**config.mk**
```make
export PLATFORM = sky130hd
export DESIGN_NAME = jpeg_byte_streamer
export DESIGN_NICKNAME = d
export VERILOG_FILES = /design/src/rtl/jpeg_byte_streamer.sv
export SDC_FILE = /design/constraint.sdc
export NUM_CORES = 2
export LEC_CHECK = 0
export BUFFER_PORTS_ARGS = -buffer_cell sky130_fd_sc_hd__buf_2
export CAP_MARGIN = 20
export CORE_UTILIZATION = 50
export DETAILED_ROUTE_END_ITERATION = 6
export GPL_TIMING_DRIVEN = 0
export HOLD_SLACK_MARGIN = 0.02
export PLACE_DENSITY = 0.68
export SKIP_CTS_REPAIR_TIMING = 1
export SLEW_MARGIN = 0
export SYNTH_ARGS = -nofsm -noshare
export SYNTH_HDL_FRONTEND = slang
export SYNTH_SLANG_ARGS = --single-unit
```
**constraint.sdc**
```tcl
create_clock -name clk -period 3.46 [get_ports clk]
set_clock_uncertainty 0.1 [all_clocks]
set_input_delay 0.173 -clock clk [delete_from_list [all_inputs] [get_ports clk]]
set_output_delay 0.173 -clock clk [all_outputs]
set_load 0.005 [all_outputs]
```
**src/rtl/jpeg_byte_streamer.sv**
```systemverilog
// rtl/jpeg_byte_streamer.sv - buffers encoder words and serialises them into a byte stream
// with an end-of-frame marker on the final byte.

module jpeg_byte_streamer_fifo #(
  parameter int DEPTH = 64,
  parameter int W     = 33,
  localparam int AW   = $clog2(DEPTH)
) (
  input  logic          clk,
  input  logic          reset,
  input  logic          push_i,
  input  logic [W-1:0]  data_i,
  input  logic          pop_i,
  output logic [W-1:0]  data_o,
  output logic          empty_o,
  output logic          full_o,
  output logic [AW:0]   level_o
);
  localparam logic [AW:0] FULL_LVL = (AW+1)'(DEPTH);

  logic [W-1:0]  mem_q [DEPTH];
  logic [AW-1:0] wr_ptr_q, rd_ptr_q;
  logic [AW:0]   level_q;
  logic          wr_en, rd_en;

  assign empty_o = (level_q == '0);
  assign full_o  = (level_q == FULL_LVL);
  assign level_o = level_q;
  assign data_o  = mem_q[rd_ptr_q];
  // A push into a full FIFO is dropped even if a pop happens in the same cycle.
  assign wr_en   = push_i & ~full_o;
  assign rd_en   = pop_i & ~empty_o;

  always_ff @(posedge clk) begin
    if (reset) begin
      wr_ptr_q <= '0;
      rd_ptr_q <= '0;
      level_q  <= '0;
    end else begin
      if (wr_en) wr_ptr_q <= wr_ptr_q + AW'(1);
      if (rd_en) rd_ptr_q <= rd_ptr_q + AW'(1);
      level_q <= level_q + {AW'(0), wr_en} - {AW'(0), rd_en};
    end
  end

  always_ff @(posedge clk) begin
    if (wr_en) mem_q[wr_ptr_q] <= data_i;
  end
endmodule

module jpeg_byte_streamer #(
  parameter int FIFO_DEPTH = 64,
  parameter bit MSB_FIRST  = 1'b1
) (
  input  logic                          clk,
  input  logic                          reset,
  input  logic [31:0]                   word_in,
  input  logic                          word_valid_in,
  input  logic                          image_valid_in,
  output logic [7:0]                    byte_out,
  output logic                          byte_valid_out,
  input  logic                          byte_ready_in,
  output logic                          byte_last_out,
  output logic [$clog2(FIFO_DEPTH):0]   fifo_level_out,
  output logic                          overflow_out,
  output logic [19:0]                   byte_count_out,
  output logic [15:0]                   frame_count_out
);
  typedef enum logic {S_EMPTY, S_SENDING} state_t;

  state_t      state_q, state_d;
  logic [1:0]  idx_q, idx_d;
  logic [32:0] sh_q, sh_d;
  logic [31:0] h_q, h_d;
  logic        h_full_q, h_full_d;
  logic        eop_pending_q, eop_pending_d;
  logic        image_valid_q;
  logic        overflow_q, overflow_d;
  logic [19:0] byte_count_q, byte_count_d;
  logic [15:0] frame_count_q, frame_count_d;

  logic        rise, push, pop, xfer, idle, last_xfer;
  logic [32:0] push_data, fifo_data;
  logic        fifo_empty, fifo_full;

  jpeg_byte_streamer_fifo #(.DEPTH(FIFO_DEPTH), .W(33)) u_fifo (
    .clk     (clk),
    .reset   (reset),
    .push_i  (push),
    .data_i  (push_data),
    .pop_i   (pop),
    .data_o  (fifo_data),
    .empty_o (fifo_empty),
    .full_o  (fifo_full),
    .level_o (fifo_level_out)
  );

  assign rise = image_valid_in & ~image_valid_q;

  // H delays every word by one so the frame's final word is still on hand when EOP arrives.
  always_comb begin
    h_d           = h_q;
    h_full_d      = h_full_q;
    push          = 1'b0;
    push_data     = {1'b0, h_q};
    eop_pending_d = eop_pending_q | rise;
    if (word_valid_in) begin
      push     = h_full_q;
      h_d      = word_in;
      h_full_d = 1'b1;
    end else if (eop_pending_q) begin
      push          = h_full_q;
      push_data     = {1'b1, h_q};
      h_full_d      = 1'b0;
      eop_pending_d = rise;
    end
  end

  assign byte_valid_out = (state_q == S_SENDING);
  assign byte_out       = MSB_FIRST ? sh_q[31:24] : sh_q[7:0];
  assign byte_last_out  = byte_valid_out & sh_q[32] & (idx_q == 2'd3);
  assign xfer           = byte_valid_out & byte_ready_in;
  assign idle           = (state_q == S_EMPTY) | (xfer & (idx_q == 2'd3));
  assign pop            = idle & ~fifo_empty;
  assign last_xfer      = xfer & byte_last_out;

  always_comb begin
    state_d = state_q;
    idx_d   = idx_q;
    sh_d    = sh_q;
    if (pop) begin
      state_d = S_SENDING;
      idx_d   = 2'd0;
      sh_d    = fifo_data;
    end else if (idle) begin
      state_d = S_EMPTY;
    end else if (xfer) begin
      idx_d = idx_q + 2'd1;
      if (MSB_FIRST) sh_d = {sh_q[32], sh_q[23:0], 8'h00};
      else           sh_d = {sh_q[32], 8'h00, sh_q[31:8]};
    end
  end

  always_comb begin
    overflow_d    = overflow_q | (push & fifo_full);
    frame_count_d = frame_count_q + 16'(last_xfer);
    byte_count_d  = byte_count_q;
    if (last_xfer)  byte_count_d = 20'd0;
    else if (xfer)  byte_count_d = byte_count_q + 20'd1;
  end

  always_ff @(posedge clk) begin
    if (reset) begin
      state_q       <= S_EMPTY;
      idx_q         <= 2'd0;
      sh_q          <= '0;
      h_q           <= '0;
      h_full_q      <= 1'b0;
      eop_pending_q <= 1'b0;
      image_valid_q <= 1'b0;
      overflow_q    <= 1'b0;
      byte_count_q  <= '0;
      frame_count_q <= '0;
    end else begin
      state_q       <= state_d;
      idx_q         <= idx_d;
      sh_q          <= sh_d;
      h_q           <= h_d;
      h_full_q      <= h_full_d;
      eop_pending_q <= eop_pending_d;
      image_valid_q <= image_valid_in;
      overflow_q    <= overflow_d;
      byte_count_q  <= byte_count_d;
      frame_count_q <= frame_count_d;
    end
  end

  assign overflow_out    = overflow_q;
  assign byte_count_out  = byte_count_q;
  assign frame_count_out = frame_count_q;
endmodule
```
==> out/results.tsv <==
stage	metric	value	unit
pwr	power per cell area	661	nW/µm²
sta	Slew @ Worst Pin	1.61	ns
logic_synthesis	post-synthesis cell type count	72	
logic_synthesis	Area contributors post-synth	edfxtp_1 74%, mux4_2 12%, mux2i_1 3.2%	
detailed_routing	via count	49500	
final_layout	nets	4839	
place	Buffers on Ports	88	
sta	hold slack final	0.0104	ns
sta	fin crit share	109	%
logic_synthesis	ys flop type	edfxtp_1	
clock_network	Clock Path Buffers	3	
sta	Final min period	3.76	ns
logic_synthesis	net count after synthesis	4201	
logic_synthesis	Synth Warn #	0	
logic_synthesis	post-synthesis cell area	85900	µm²
final_layout	Area growth syn-to-layout	18.2	%
detailed_routing	drt first pass iters	7	
floorplan	number of cell rows	151	
critical_path	CP Data Arrival Time	4.36	ns
logic_synthesis	Yosys reg bits	2245	
critical_path	R2R depth	8	
floorplan	die area	174000	µm²
critical_path	critical path peak fanout	10	
critical_path	worst-path cell chain	ha_2 -> a21bo_2 -> o21ai_4 -> clkinv_4 -> clkdlybuf4s15_1 -> nand4_1 -> nor3_4 -> nor3_1	
logic_synthesis	Post-Synthesis Cells	4148	
sta	RSZ-0062 raised after global routing	true	
critical_path	Req. time, crit path	4.05	ns
critical_path	reg2reg start	idx_q[0]	
critical_path	Largest stage delay, worst path	0.98	ns
min_path	hold path start	word_in[7]	
critical_path	worst r2r dst	sh_q[10]	
logic_synthesis	top-area cell type share of the netlist area	73.8	%
pwr	sequential share of power	45.4	%
global_route	vias in the first global route	45800	
outcome	failing checks	design-rule violations, max-slew violations, negative setup slack	
logic_synthesis	post-synthesis async set-or-reset flop share	0	%
place	Detailed Place HPWL	190000	µm
detailed_routing	DRC violations left	3	
global_route	grt total ovfl	0	
final_layout	Final Cell Area	102000	µm²
clock_network	Reg clk slew, reported paths	0.06	ns
final_layout	layout cell share with drive strength beyond 1	30.2	%
critical_path	r2r setup slk	-0.30	ns
floorplan	Initial Utilization	50.5	%
min_path	worst hold path class	in -> reg	
final_layout	Fillers	11800	
floorplan	die height	417	µm
critical_path	worst setup path class	reg -> reg	
detailed_routing	DR vias/cell	6.88	
pwr	Switching Share	28.5	%
clock_network	Clock Latency Late Sink	0.85	ns
critical_path	Startpoint Class	register	
detailed_routing	drt wl/cell	40.2	µm
critical_path	CP startpoint	idx_q[0]	
sta	fin worst setup slack	-0.303	ns
critical_path	nature of the critical path endpoint	register	
pwr	Comb power frac	20.9	%
place	Routability Congestion	0.978	
floorplan	Die Span X	417	µm
sta	Final Max Slew Viols	9	
logic_synthesis	Synth area leader	edfxtp_1	
sta	Fin. Hold Viols	0	
clock_network	CTS tree	done	
pwr	Net Sw Power	0.0192	W
logic_synthesis	register area share after synthesis	76.9	%
pwr	LEAKAGE	32.0	nW
pwr	maximum vdd drop	0.452	mV
clock_network	root buf cell	clkbuf_16	
critical_path	Crit path max-delay family	simple AND/OR/NAND/NOR gates	
min_path	hold depth	4	
place	Area after DPL	92400	µm²
min_path	Hold Crit Endpoint	h_q[7]	
global_route	Tot GR Track Use	32.3	%
global_route	initial antenna violation count	14	
detailed_routing	number of DRC markers in iteration 0	9381	
clock_network	number of clock sinks	2245	
pwr	clock share of power	33.6	%
floorplan	Core ar.	170000	µm²
sta	Rel. slew slack	-7.07	%
detailed_routing	Final ANT Viol Nets	0	
clock_network	H-tree depth	4	
run	# Max-Cap Violations	0	
global_route	largest net degree at the start of global routing	63	
pwr	Internal Pwr Total	0.0480	W
sta	final setup vio count	322	
clock_network	TritonCTS Buffers	215	
detailed_routing	drt total wl	289000	µm
outcome	status	complete, but fails checks	
sta	max frequency	0.266	GHz
floorplan	I/O pins	91	
logic_synthesis	mean area per synthesized cell	20.7	µm²
critical_path	slowest stage cell on the critical path	clkdlybuf4s15_1	
global_route	first-pass GRT wire length	376000	µm
logic_synthesis	Post-synth EDFFs	2112	
critical_path	CP Buf/Inv Count	2	
==> worst min-delay path, cell delays in order <==
cell and delay (ns):
dlygate4sd3_1 0.52, buf_2 0.10, mux2i_1 0.05, nor2_1 0.07
==> worst max-delay path by stage <==
stage,to,cells after the start,slack (ns)
after floorplan,u_fifo.mem_q[63][0],8,-0.15
after global placement,u_fifo.mem_q[33][14],6,-3.43
after detailed placement,u_fifo.level_o[6],16,-0.81
after CTS,u_fifo.level_o[6],16,-0.82
after global routing,u_fifo.mem_q[19][25],9,-0.20
final,sh_q[10],8,-0.30
==> state kept, by name, indices dropped and copies added (netlist names), named ones only <==
register,cells
eop_pending_q,1
u_fifo.rd_ptr_q,6
overflow_out,1
frame_count_out,16
u_fifo.mem_q,2112
h_q,32
h_full_q,1
sh_q,33
u_fifo.level_o,7
image_valid_q,1
byte_valid_out,1
u_fifo.wr_ptr_q,6
idx_q,2
byte_count_out,20
==> placed cells by master, fill, tap and decap left out, drive strengths merged, types with 7 or more instances in the layout <==
cell / instances
a31oi: 16
clkbuf: 368
bufinv: 9
a22oi: 63
inv: 25
dfxtp: 133
nor2b: 20
a22o: 12
or3: 12
o21ai: 28
xnor2: 12
clkinv: 88
a211oi: 13
nand4: 38
nand3: 48
a21oi: 64
dlygate4sd3: 46
nand2: 135
a32oi: 11
nor3: 40
buf: 518
a221oi: 14
nor2: 173
diode: 7
o211ai: 7
nor4: 20
xor2: 30
mux2i: 275
ha: 15
and3: 11
edfxtp: 2112
mux4: 464
o22ai: 72
==> synthesized netlist by cell type (all sizes together), types with 28 or more instances <==
library cell	count
edfxtp	2112
mux4	464
mux2i	275
nor2	173
buf	168
nand2	135
dfxtp	133
o22ai	72
a21oi	64
a22oi	63
clkbuf	63
nand3	48
nor3	40
nand4	38
xor2	30
o21ai	28
==> metal layers <==
| metal | up-vias | global-route usage [%] | part of all wire [%] |
|---|---|---|---|
| li1 | 18400 | - | - |
| met1 | 25500 | 41.6 | 33 |
| met2 | 4519 | 46.3 | 43 |
| met3 | 1042 | 12.6 | 16 |
| met4 | 10 | 19.5 | 7.5 |
| met5 | - | 1.39 | 0.19 |
==> final cells by class <==
type	count	area (µm²)	area share, %
Timing Repair Buffer	423	5150	5.07
Multi-Input combinational cell	1655	19400	19.1
Tap cell	2218	2780	2.73
Inverter	17	71.3	0.0702
Clock inverter	111	906	0.892
Clock buffer	281	5750	5.66
Buffer	229	1440	1.41
Sequential cell	2245	66100	65.1
Antenna cell	7	17.5	0.0172
==> power by group through the flow <==
| stage | clock network, W | logic (W) | registers (W) |
|---|---|---|---|
| after floorplan | 0 | 0.00790 | 0.0309 |
| after global placement | 0 | 0.0124 | 0.0314 |
| after detailed placement | 0 | 0.0130 | 0.0311 |
| after CTS | 0.0226 | 0.0130 | 0.0305 |
| after global routing | 0.0236 | 0.0143 | 0.0305 |
| final | 0.0226 | 0.0141 | 0.0305 |
==> per-stage QoR <==
stage	setup WS (ns)	setup TNS, ns	cells	utilization, %	power (W)
5_1_grt	-0.202	-15.14	7184	59.7	0.0684
6_report	-0.303	-20.87	7186	59.7	0.0672
3_5_place_dp	-0.815	-584.02	6585	54.3	0.0440
4_1_cts	-0.822	-568.40	6977	58.2	0.0661
3_3_place_gp	-3.43	-6239.17	6454	52.4	0.0438
2_1_floorplan	-0.145	-207.78	4148	-	0.0388
==> cells by family (layout without fill, tap and decap cells) <==
kind of cell | count (synthesis) | in the layout | synth area share [%]
DFF | 2245 | 2245 | 76.9
muxes | 744 | 744 | 15.4
and+or+nand+nor | 529 | 529 | 2.90
AOI/OAI and AO/OA | 324 | 324 | 2.53
buffers and inverters | 248 | 1061 | 1.58
xor gates and xnor gates | 42 | 42 | 0.428
adders and majority gates | 16 | 16 | 0.242
other | 0 | 7 | 0
(Power assumes the default switching activity.)
